File: src/rtl/ipe_cfg_master_if.sv
// Bus-side signals of ipe_cfg_master: backbone request/grant plus the
// peripheral word-access port. The master drives the request and access fields.
interface ipe_cfg_master_if;
    logic        bus_req;
    logic        bus_gnt;
    logic [13:0] per_addr;
    logic [15:0] per_din;
    logic        per_en;
    logic [1:0]  per_we;
    logic [15:0] per_dout;

    modport master (
        output bus_req, per_addr, per_din, per_en, per_we,
        input  bus_gnt, per_dout
    );

    modport slave (
        input  bus_req, per_addr, per_din, per_en, per_we,
        output bus_gnt, per_dout
    );
endinterface

File: src/rtl/ipe_cfg_master.sv
// Programs the IPE segment bounds and control word over the peripheral bus.
// Optional readback verification is enabled by defining IPE_CFG_READBACK_EN.
module ipe_cfg_master #(
    parameter logic [14:0] BASE_ADDR = 15'h05A8
) (
    input  logic             mclk,
    input  logic             puc_rst_n,
    input  logic             cfg_start,
    input  logic [15:0]      cfg_segb1,
    input  logic [15:0]      cfg_segb2,
    input  logic [15:0]      cfg_ctrl,
    output logic             cfg_busy,
    output logic             cfg_done,
    output logic [1:0]       cfg_err,
    ipe_cfg_master_if.master bus
);

    localparam logic [14:0] IPC0_BYTE  = BASE_ADDR + 15'd2;
    localparam logic [14:0] SEGB2_BYTE = BASE_ADDR + 15'd4;
    localparam logic [14:0] SEGB1_BYTE = BASE_ADDR + 15'd6;
    localparam logic [13:0] IPC0_WA    = IPC0_BYTE[14:1];
    localparam logic [13:0] SEGB2_WA   = SEGB2_BYTE[14:1];
    localparam logic [13:0] SEGB1_WA   = SEGB1_BYTE[14:1];

    localparam logic [1:0] ERR_OK       = 2'd0;
    localparam logic [1:0] ERR_LOCKED   = 2'd1;
    localparam logic [1:0] ERR_MISMATCH = 2'd2;

    typedef enum logic [3:0] {
        IDLE     = 4'd0,
        CHK_LOCK = 4'd1,
        WR_B1    = 4'd2,
        WR_B2    = 4'd3,
        WR_C0    = 4'd4,
        RD_B1    = 4'd5,
        RD_B2    = 4'd6,
        RD_C0    = 4'd7,
        DONE     = 4'd8
    } state_e;

    state_e      state_q, state_d;
    logic [15:0] segb1_q, segb1_d;
    logic [15:0] segb2_q, segb2_d;
    logic [15:0] ctrl_q,  ctrl_d;
    logic [1:0]  err_q,   err_d;

    // NOTE: sequential state uses non-blocking assignments so every register
    // samples the pre-edge values regardless of process evaluation order.
    always_ff @(posedge mclk or negedge puc_rst_n) begin
        if (!puc_rst_n) begin
            state_q <= IDLE;
            segb1_q <= '0;
            segb2_q <= '0;
            ctrl_q  <= '0;
            err_q   <= ERR_OK;
        end else begin
            state_q <= state_d;
            segb1_q <= segb1_d;
            segb2_q <= segb2_d;
            ctrl_q  <= ctrl_d;
            err_q   <= err_d;
        end
    end

    // Bus states advance only on a granted cycle; a denied grant is a stall.
    always_comb begin
        // NOTE: every combinational output gets a default first, so no path
        // through the case leaves it unassigned and no latch is inferred.
        state_d = state_q;
        case (state_q)
            IDLE:     if (cfg_start)   state_d = CHK_LOCK;
            CHK_LOCK: if (bus.bus_gnt) state_d = bus.per_dout[7] ? DONE : WR_B1;
            WR_B1:    if (bus.bus_gnt) state_d = WR_B2;
            WR_B2:    if (bus.bus_gnt) state_d = WR_C0;
`ifdef IPE_CFG_READBACK_EN
            WR_C0:    if (bus.bus_gnt) state_d = RD_B1;
            RD_B1:    if (bus.bus_gnt) state_d = RD_B2;
            RD_B2:    if (bus.bus_gnt) state_d = RD_C0;
            RD_C0:    if (bus.bus_gnt) state_d = DONE;
`else
            WR_C0:    if (bus.bus_gnt) state_d = DONE;
`endif
            DONE:     state_d = IDLE;
            default:  state_d = IDLE;
        endcase
    end

    always_comb begin
        segb1_d = segb1_q;
        segb2_d = segb2_q;
        ctrl_d  = ctrl_q;
        err_d   = err_q;
        if (state_q == IDLE && cfg_start) begin
            segb1_d = cfg_segb1;
            segb2_d = cfg_segb2;
            ctrl_d  = cfg_ctrl;
            err_d   = ERR_OK;
        end
        if (state_q == CHK_LOCK && bus.bus_gnt && bus.per_dout[7]) begin
            err_d = ERR_LOCKED;
        end
`ifdef IPE_CFG_READBACK_EN
        // Segment registers only implement bits [12:0]; the rest read as zero.
        if (bus.bus_gnt) begin
            case (state_q)
                RD_B1: if (bus.per_dout != {3'b000, segb1_q[12:0]}) err_d = ERR_MISMATCH;
                RD_B2: if (bus.per_dout != {3'b000, segb2_q[12:0]}) err_d = ERR_MISMATCH;
                RD_C0: if (bus.per_dout != ctrl_q)                  err_d = ERR_MISMATCH;
                default: ;
            endcase
        end
`endif
    end

    always_comb begin
        bus.bus_req  = 1'b0;
        bus.per_en   = 1'b0;
        bus.per_we   = 2'b00;
        bus.per_addr = '0;
        bus.per_din  = '0;
        cfg_busy     = (state_q != IDLE);
        cfg_done     = (state_q == DONE);
        cfg_err      = err_q;
        case (state_q)
            CHK_LOCK: begin
                bus.bus_req  = 1'b1;
                bus.per_en   = bus.bus_gnt;
                bus.per_addr = IPC0_WA;
            end
            // IPC0 goes last so a lock bit in ctrl only lands once bounds are set.
            WR_B1: begin
                bus.bus_req  = 1'b1;
                bus.per_en   = bus.bus_gnt;
                bus.per_we   = 2'b11;
                bus.per_addr = SEGB1_WA;
                bus.per_din  = segb1_q;
            end
            WR_B2: begin
                bus.bus_req  = 1'b1;
                bus.per_en   = bus.bus_gnt;
                bus.per_we   = 2'b11;
                bus.per_addr = SEGB2_WA;
                bus.per_din  = segb2_q;
            end
            WR_C0: begin
                bus.bus_req  = 1'b1;
                bus.per_en   = bus.bus_gnt;
                bus.per_we   = 2'b11;
                bus.per_addr = IPC0_WA;
                bus.per_din  = ctrl_q;
            end
`ifdef IPE_CFG_READBACK_EN
            RD_B1: begin
                bus.bus_req  = 1'b1;
                bus.per_en   = bus.bus_gnt;
                bus.per_addr = SEGB1_WA;
            end
            RD_B2: begin
                bus.bus_req  = 1'b1;
                bus.per_en   = bus.bus_gnt;
                bus.per_addr = SEGB2_WA;
            end
            RD_C0: begin
                bus.bus_req  = 1'b1;
                bus.per_en   = bus.bus_gnt;
                bus.per_addr = IPC0_WA;
            end
`endif
            default: ;
        endcase
    end

endmodule

File: src/flat_wrapper.sv
// flat-port wrapper written by rule: the top's interface ports become plain ports
module ipe_cfg_master_flat 
#(
    parameter logic [14:0] BASE_ADDR = 15'h05A8
)
  (mclk, puc_rst_n, cfg_start, cfg_segb1, cfg_segb2, cfg_ctrl, cfg_busy, cfg_done, cfg_err, bus_bus_req, bus_per_addr, bus_per_din, bus_per_en, bus_per_we, bus_bus_gnt, bus_per_dout);
  ipe_cfg_master_if bus_i ();
  input  logic mclk;
  input  logic puc_rst_n;
  input  logic cfg_start;
  input  logic [15:0] cfg_segb1;
  input  logic [15:0] cfg_segb2;
  input  logic [15:0] cfg_ctrl;
  output logic cfg_busy;
  output logic cfg_done;
  output logic [1:0] cfg_err;
  output wire logic [$bits(bus_i.bus_req)-1:0] bus_bus_req;
  output wire logic [$bits(bus_i.per_addr)-1:0] bus_per_addr;
  output wire logic [$bits(bus_i.per_din)-1:0] bus_per_din;
  output wire logic [$bits(bus_i.per_en)-1:0] bus_per_en;
  output wire logic [$bits(bus_i.per_we)-1:0] bus_per_we;
  input wire logic [$bits(bus_i.bus_gnt)-1:0] bus_bus_gnt;
  input wire logic [$bits(bus_i.per_dout)-1:0] bus_per_dout;
  assign bus_bus_req = bus_i.bus_req;
  assign bus_per_addr = bus_i.per_addr;
  assign bus_per_din = bus_i.per_din;
  assign bus_per_en = bus_i.per_en;
  assign bus_per_we = bus_i.per_we;
  assign bus_i.bus_gnt = bus_bus_gnt;
  assign bus_i.per_dout = bus_per_dout;
  ipe_cfg_master #(.BASE_ADDR(BASE_ADDR)) u_core (.mclk(mclk), .puc_rst_n(puc_rst_n), .cfg_start(cfg_start), .cfg_segb1(cfg_segb1), .cfg_segb2(cfg_segb2), .cfg_ctrl(cfg_ctrl), .cfg_busy(cfg_busy), .cfg_done(cfg_done), .cfg_err(cfg_err), .bus(bus_i));
endmodule
File: config.mk
export PLATFORM = sky130hd
export DESIGN_NAME = ipe_cfg_master_flat
export DESIGN_NICKNAME = d
export VERILOG_FILES = /design/src/rtl/ipe_cfg_master_if.sv /design/src/rtl/ipe_cfg_master.sv /design/src/flat_wrapper.sv
export SDC_FILE = /design/constraint.sdc
export NUM_CORES = 1
export LEC_CHECK = 0
export BUFFER_PORTS_ARGS = -buffer_cell sky130_fd_sc_hd__buf_2
export CELL_PAD_IN_SITES_DETAIL_PLACEMENT = 1
export CELL_PAD_IN_SITES_GLOBAL_PLACEMENT = 1
export CORE_MARGIN = 3
export CORE_UTILIZATION = 39
export CTS_BUF_LIST = sky130_fd_sc_hd__clkbuf_4
export CTS_CLUSTER_SIZE = 25
export DETAILED_ROUTE_END_ITERATION = 16
export PLACE_DENSITY_LB_ADDON = 0.1
export SKIP_CTS_REPAIR_TIMING = 1
export SYNTH_ARGS = -nofsm -noshare
export SYNTH_HDL_FRONTEND = slang
export SYNTH_SLANG_ARGS = --single-unit
File: constraint.sdc
create_clock -name mclk -period 1.8 [get_ports mclk]
set_input_delay 0.18 -clock mclk [delete_from_list [all_inputs] [get_ports mclk]]
set_output_delay 0.18 -clock mclk [all_outputs]
set_load 0.02 [all_outputs]
==> results of run 1 <==
## registers in the layout, indices dropped and copies added (netlist names)
register / cells
u_core.ctrl_q: 16
u_core.cfg_err: 1
u_core.state_q: 4
u_core.segb1_q: 16
u_core.segb2_q: 16
## final cells by class
class | count | area (sq um) | area share, %
Timing Repair Buffer | 101 | 802.0 | 22.47
Sequential cell | 53 | 1328 | 37.19
Tap cell | 77 | 96.34 | 2.699
Clock buffer | 5 | 37.54 | 1.052
Clock inverter | 3 | 65.06 | 1.823
Multi-Input combinational cell | 119 | 1234 | 34.56
Inverter | 2 | 7.507 | 0.2103
## metrics by stage
| step | setup TNS [ps] | setup WS, ps |
|---|---|---|
| final | -4171 | -205.5 |
| after global routing | -6548 | -283.7 |
| after CTS | -5006 | -299.5 |
| after detailed placement | 0 | 143.7 |
| after global placement | 0 | 153.6 |
| after floorplan | 0 | 12.77 |
## final timing paths
path                                         start  depth (start not counted)                  to  slack (ps)
max in group asynchronous                puc_rst_n                          3  u_core.segb1_q[11]         970
worst max-delay path             u_core.state_q[1]                          5      bus_per_din[3]        -210
worst min-delay path                  cfg_segb1[0]                          2   u_core.segb1_q[0]          30
worst max register to register   u_core.state_q[0]                          5  u_core.segb1_q[10]         230
min in group asynchronous                puc_rst_n                          2   u_core.segb2_q[3]         280
worst min register to register  u_core.segb2_q[15]                          1  u_core.segb2_q[15]         520
## Yosys cell counts (all sizes together)
cell type | count | area, sq um
dfrtp | 53 | 1326
mux2 | 48 | 540.5
buf | 24 | 181.4
mux2i | 18 | 180.2
o2bb2ai | 16 | 140.1
nor2 | 5 | 45.05
nor2b | 3 | 18.77
a21oi | 2 | 10.01
and2 | 2 | 12.51
and2b | 2 | 15.01
clkbuf | 2 | 7.510
inv | 2 | 7.510
nand2 | 2 | 7.510
nor4 | 2 | 12.51
o21ai | 2 | 10.01
a211oi | 1 | 7.510
a2bb2oi | 1 | 8.760
a32o | 1 | 10.01
conb | 1 | 3.750
nand3 | 1 | 10.01
nor3 | 1 | 5.000
nor4b | 1 | 8.760
o21bai | 1 | 7.510
o311a | 1 | 10.01
or3b | 1 | 11.26
## where the power goes
| part | leakage, uW | switching, uW | internal, uW |
|---|---|---|---|
| clock network | 0.0000552 | 376 | 430 |
| logic | 0.000972 | 1790 | 1930 |
| registers | 0.000627 | 340 | 1790 |
## metal layers
metal | track usage, % | vias up
met5 | 0 | -
met4 | 4.184 | 0
met3 | 4.610 | 7
met2 | 26.10 | 57
met1 | 18.30 | 893
li1 | - | 851
## worst max-delay path: stages, from the launching register on
cell and delay (ps):
dfrtp_1 400, or3b_4 460, nor2_8 180, buf_12 150, o2bb2ai_2 120, buf_6 140
## cells by family (layout without fill, tap and decap cells)
kind of cell,Yosys count,in the layout,share of synthesized area [%]
simple gates,20,20,5.636
mux,66,66,27.75
compound gates,25,25,7.852
flops,53,53,51.06
other cells,1,8,0.1444
buf+inv,28,111,7.562
==> results by group, run 1 <==
Power and ir drop
  – Leakage: 0.001655 uW
  – Maximum vdd drop: 1.201 mV
  – Final Power: 6652 uW
  – Cell Pwr Density: 1864 nW/um^2

Drt
  – WL met3: 397 um
  – Drt drc: 0
  – Routed WL: 5.992 mm
  – WL/cell: 16.64 um
  – Top sig layer: met4
  – Detailed Routing Iterations Pass 1: 2
  – Vias: 1808
  – Met2 wire length: 3.181 mm
  – Detail Route Antenna Nets: 0
  – Routed metal-1 wire length: 2.333 mm
  – Iter 0 DRT Violations: 45
  – Detailed-route vias per instance: 5.022

Finish
  – Most frequent cells in the layout: buf_2, dfrtp_1, mux2_2, buf_6, mux2i_1
  – Ant. Diodes: 0
  – Syn-to-layout area delta: 37.43%
  – Non-Filler Instances: 360
  – Fillers: 677
  – Fin util: 55.90%
  – Final instance area: 3570 sq um
  – Most common cell after layout, fill and taps aside: buf_2
  – Share of post-route cells with drive strength above 1: 62.90%
  – NumNets Final: 350

Floorplanning
  – Die footprint: 7676 sq um
  – Core area: 6386 sq um
  – Die Width: 87.61 um
  – Starting Density: 40.67%
  – Die Height: 87.61 um
  – Row count: 29
  – I/O Pins: 106

Place
  – # port buffers: 82
  – Hpwl dp: 4.026 mm
  – Dpl cells: 342
  – GPL Wtd Cong: 0.7242
  – DP Area: 3050 sq um

Clock tree
  – Worst-path clk slew: 150 ps
  – Clock Latency Late Sink: 370 ps
  – Number of buffers created by CTS: 5
  – Htree depth: 2
  – CTS root buffer: clkbuf_4
  – CTS tree: built
  – Max clock buf depth: 2
  – Sink Count: 53

Yosys
  – Mapped cell area: 2597 sq um
  – Syn. warnings: 0
  – Unique masters post-synth: 31
  – Post-Syn Area per Cell: 13.46 sq um
  – Yosys reg bits: 53
  – Cells after Synth: 193
  – Sequential share of the synthesized area: 51.06%

STA
  – Fmax: 498.6 MHz
  – Final hold slack: 27.61 ps
  – Hold Fails Final Rpt: 0
  – Clock skew: 5.247 ps
  – Max-slew violation count: 0
  – Final Cycle Share: 111.4%
  – Fin crit period: 2005 ps
  – Final setup fails: 27
  – Unrepaired setup endpoints after global routing: true
  – Fin worst setup slack: -205.5 ps

Outcome
  – Status: finished, violations left
  – Failing checks: setup timing

GRT
  – Initial antenna violation count: 0
  – Vias in the first global route: 1801
  – Global route total overflow: 0
  – Tot GR Track Use: 15.12%
  – Pin count of the biggest net entering global routing: 49
  – First-pass GRT wire length: 8.845 mm

Worst setup path
  – Critical path arrival: 1830 ps
  – Critical Path Fanout Max: 8
  – Startpoint types: flop
  – Crit end category: primary output
  – Critical Path RT: 1620 ps
  – Critical path class: flop to primary output

Worst hold path
  – Hold WC Path Type: input port to flop

Flow run
  – Max-cap viol count: 0
No activity file was read; power rests on OpenSTA's default activity.
==> inputs of run 2 (changes only) <==
- CORE_MARGIN: 3 -> 2
- CORE_UTILIZATION: 39 -> 40
- clock period: 1.8 -> 2.5 ns (I/O delays scaled with it)
==> run 2 against run 1 <==
  * Core utilization is 7.2 points lower
  * Global-route usage is 0.66 points higher
  * First-iteration DRC count is 18% higher
  * Flip-flop and latch count stayed put
  * Worst setup slack better by 350 ps
  * Worst hold slack better by 72 ps
  * Sequential power is 27% lower
  * Clock skew is 9.4 ps higher
  * Register-to-register slack better by 370 ps
  * The flow now finishes without violations
  * Routed wire length is 9.2% lower
  * Combinational power is 46% lower
  * Cell area is 14% lower
==> results by group, run 2 (synthesis results as in run 1) <==
Place
  – GPL Wtd Cong: 0.6878 (-5.0%)
  – Dpl cells: 340 (-0.58%)
  – DP Area: 3007 sq um (-1.4%)
  – # port buffers: 82 (unchanged)
  – Hpwl dp: 4.056 mm (+0.75%)

Power and ir drop
  – Leakage: 0.001492 uW (-9.8%)
  – Final Power: 3964 uW (-40%)
  – Cell Pwr Density: 1289 nW/um^2 (-31%)
  – Maximum vdd drop: 0.5824 mV (-52%)

STA
  – Fmax: 424.7 MHz
  – Slew HR: 48.86%
  – Final setup fails: 0 (-100%)
  – Max-slew violation count: 0 (unchanged)
  – Hold Fails Final Rpt: 0 (unchanged)
  – Unrepaired setup endpoints after global routing: false
  – Clock skew: 14.62 ps (+9.372 ps)
  – Final Cycle Share: 94.19%
  – Setup TNS: 0 ps (+4171 ps)
  – Measured slew at the worst slew-check pin: 767.1 ps
  – Fin crit period: 2355 ps

Worst setup path
  – CP peak stage delay: 590 ps (+130 ps)
  – Reg-to-reg endpoint: u_core.segb1_q[1]
  – FF-to-FF path depth: 4 (-1)
  – Crit end category: primary output
  – FF-to-FF Start: u_core.state_q[3]
  – Critical path class: flop to primary output
  – FF-to-FF setup slack: 600 ps (+370 ps)
  – Critical path arrival: 2100 ps (+270 ps)
  – Worst path slowest cell: dfrtp_1
  – Critical Path Fanout Max: 16 (+8)
  – CP delay by family, top: simple AND/OR/NAND/NOR gates
  – Critical Path RT: 2250 ps (+630 ps)
  – CP bufs+invs: 1 (-1)
  – Startpoint types: flop
  – Worst path cell trace: or3b_4 > nor2_8 > o2bb2ai_1 > buf_2

Clock tree
  – Sink Count: 53 (unchanged)
  – Max clock buf depth: 2 (unchanged)
  – Number of buffers created by CTS: 5 (unchanged)
  – Htree depth: 2 (unchanged)
  – Worst-path clk slew: 150 ps (about the same)
  – Clock Latency Late Sink: 370 ps (about the same)
  – CTS tree: built
  – CTS root buffer: clkbuf_4

Finish
  – Final instance area: 3077 sq um (-14%)
  – NumNets Final: 339 (-3.1%)
  – Syn-to-layout area delta: 18.45%
  – Non-Filler Instances: 349 (-3.1%)
  – Share of post-route cells with drive strength above 1: 55.15% (-7.8 points)
  – Fin util: 48.73% (-7.2 points)
  – Ant. Diodes: 0 (unchanged)
  – Most common cell after layout, fill and taps aside: buf_2
  – Top Registers: u_core.ctrl_q (16), u_core.segb1_q (16), u_core.segb2_q (16)
  – Most frequent cells in the layout: buf_2, dfrtp_1, mux2_2, mux2i_1, o2bb2ai_1

Floorplanning
  – Die Height: 84.59 um (-3.5%)
  – Row count: 29 (unchanged)
  – Starting Density: 41.14% (+0.47 points)
  – Die footprint: 7155 sq um (-6.8%)
  – Die Width: 84.59 um (-3.5%)
  – Core area: 6314 sq um (-1.1%)
  – I/O Pins: 106 (unchanged)

GRT
  – Tot GR Track Use: 15.78% (+0.66 points)
  – Global route total overflow: 0 (unchanged)
  – First-pass GRT wire length: 8.811 mm (-0.38%)
  – Vias in the first global route: 1820 (+1.1%)
  – Pin count of the biggest net entering global routing: 35 (-29%)
  – Initial antenna violation count: 0 (unchanged)

Drt
  – Detailed Routing Iterations Pass 1: 4 (+2)
  – Iter 0 DRT Violations: 53 (+18%)
  – Vias: 1734 (-4.1%)
  – Detail Route Antenna Nets: 0 (unchanged)
  – WL/cell: 15.58 um (-6.4%)
  – Detailed-route vias per instance: 4.968 (-1.1%)
  – Routed WL: 5.439 mm (-9.2%)
  – Drt drc: 0 (unchanged)

Outcome
  – Status: finished, final reports clean

Worst hold path
  – Hold endpoint: u_core.segb2_q[14]
  – Hold WC Path Type: input port to flop
  – Hold Path Origin: cfg_segb2[14]
  – Hold path depth: 2 (unchanged)

Flow run
  – Max-cap viol count: 0 (unchanged)
[run 2: cell count changes in the layout (fill, tap and decap cells not counted), moves of 2 or more]
cell	previous run	this run
buf_12	6	1
o2bb2ai_2	16	0
a21oi_1	0	2
dlygate4sd3_1	7	1
buf_6	25	0
o2bb2ai_1	0	16
buf_2	57	82
clkbuf_4	5	8
bufinv_16	2	0
a21oi_4	2	0
[run 2: where the power goes]
part | switching, uW | internal, uW
clock network | 256 | 145
logic | 1050 | 961
registers | 261 | 1290
[run 2: final cells by class]
type                    count  area, sq um
fillers                   726         3237
flip-flops and latches     53         1326
multi-input cells         119         1101
repair buffers             90        485.5
well taps                  77        96.34
clock buffers               8        60.06
inverters                   2        7.507
[run 2: routing by layer]
metal	wire length [um]	up-vias	global-route usage (%)
met1	2234	848	18.67
li1	-	829	-
met3	381	2	5.408
met5	0	-	0
met4	26	0	4.329
met2	2797	55	27.34
[run 2: through the flow]
step	hold slack (ps)	setup slack, ps
detailed placement	373.4	574.6
global placement	382.0	578.9
finish	99.46	145.3
CTS	-44.07	142.1
global route	64.29	32.68
floorplan	-45.59	445.5
[run 2: worst register-to-register path, stage by stage (launching register included)]
cell     delay, ps
dfrtp_1        580
nor2_4         200
nand3_2        360
buf_12         330
mux2_2         300
[run 2: how the worst max path moves through the flow]
stage	start	to	slack, ps	depth (start not counted)
CTS	u_core.state_q[2]	bus_per_din[14]	140	4
floorplan	u_core.state_q[2]	bus_per_en	450	4
global placement	u_core.state_q[2]	bus_per_din[14]	580	4
detailed placement	u_core.state_q[2]	bus_per_din[14]	570	4
global route	u_core.state_q[2]	bus_per_din[14]	30	4
finish	u_core.state_q[2]	bus_per_din[14]	150	4
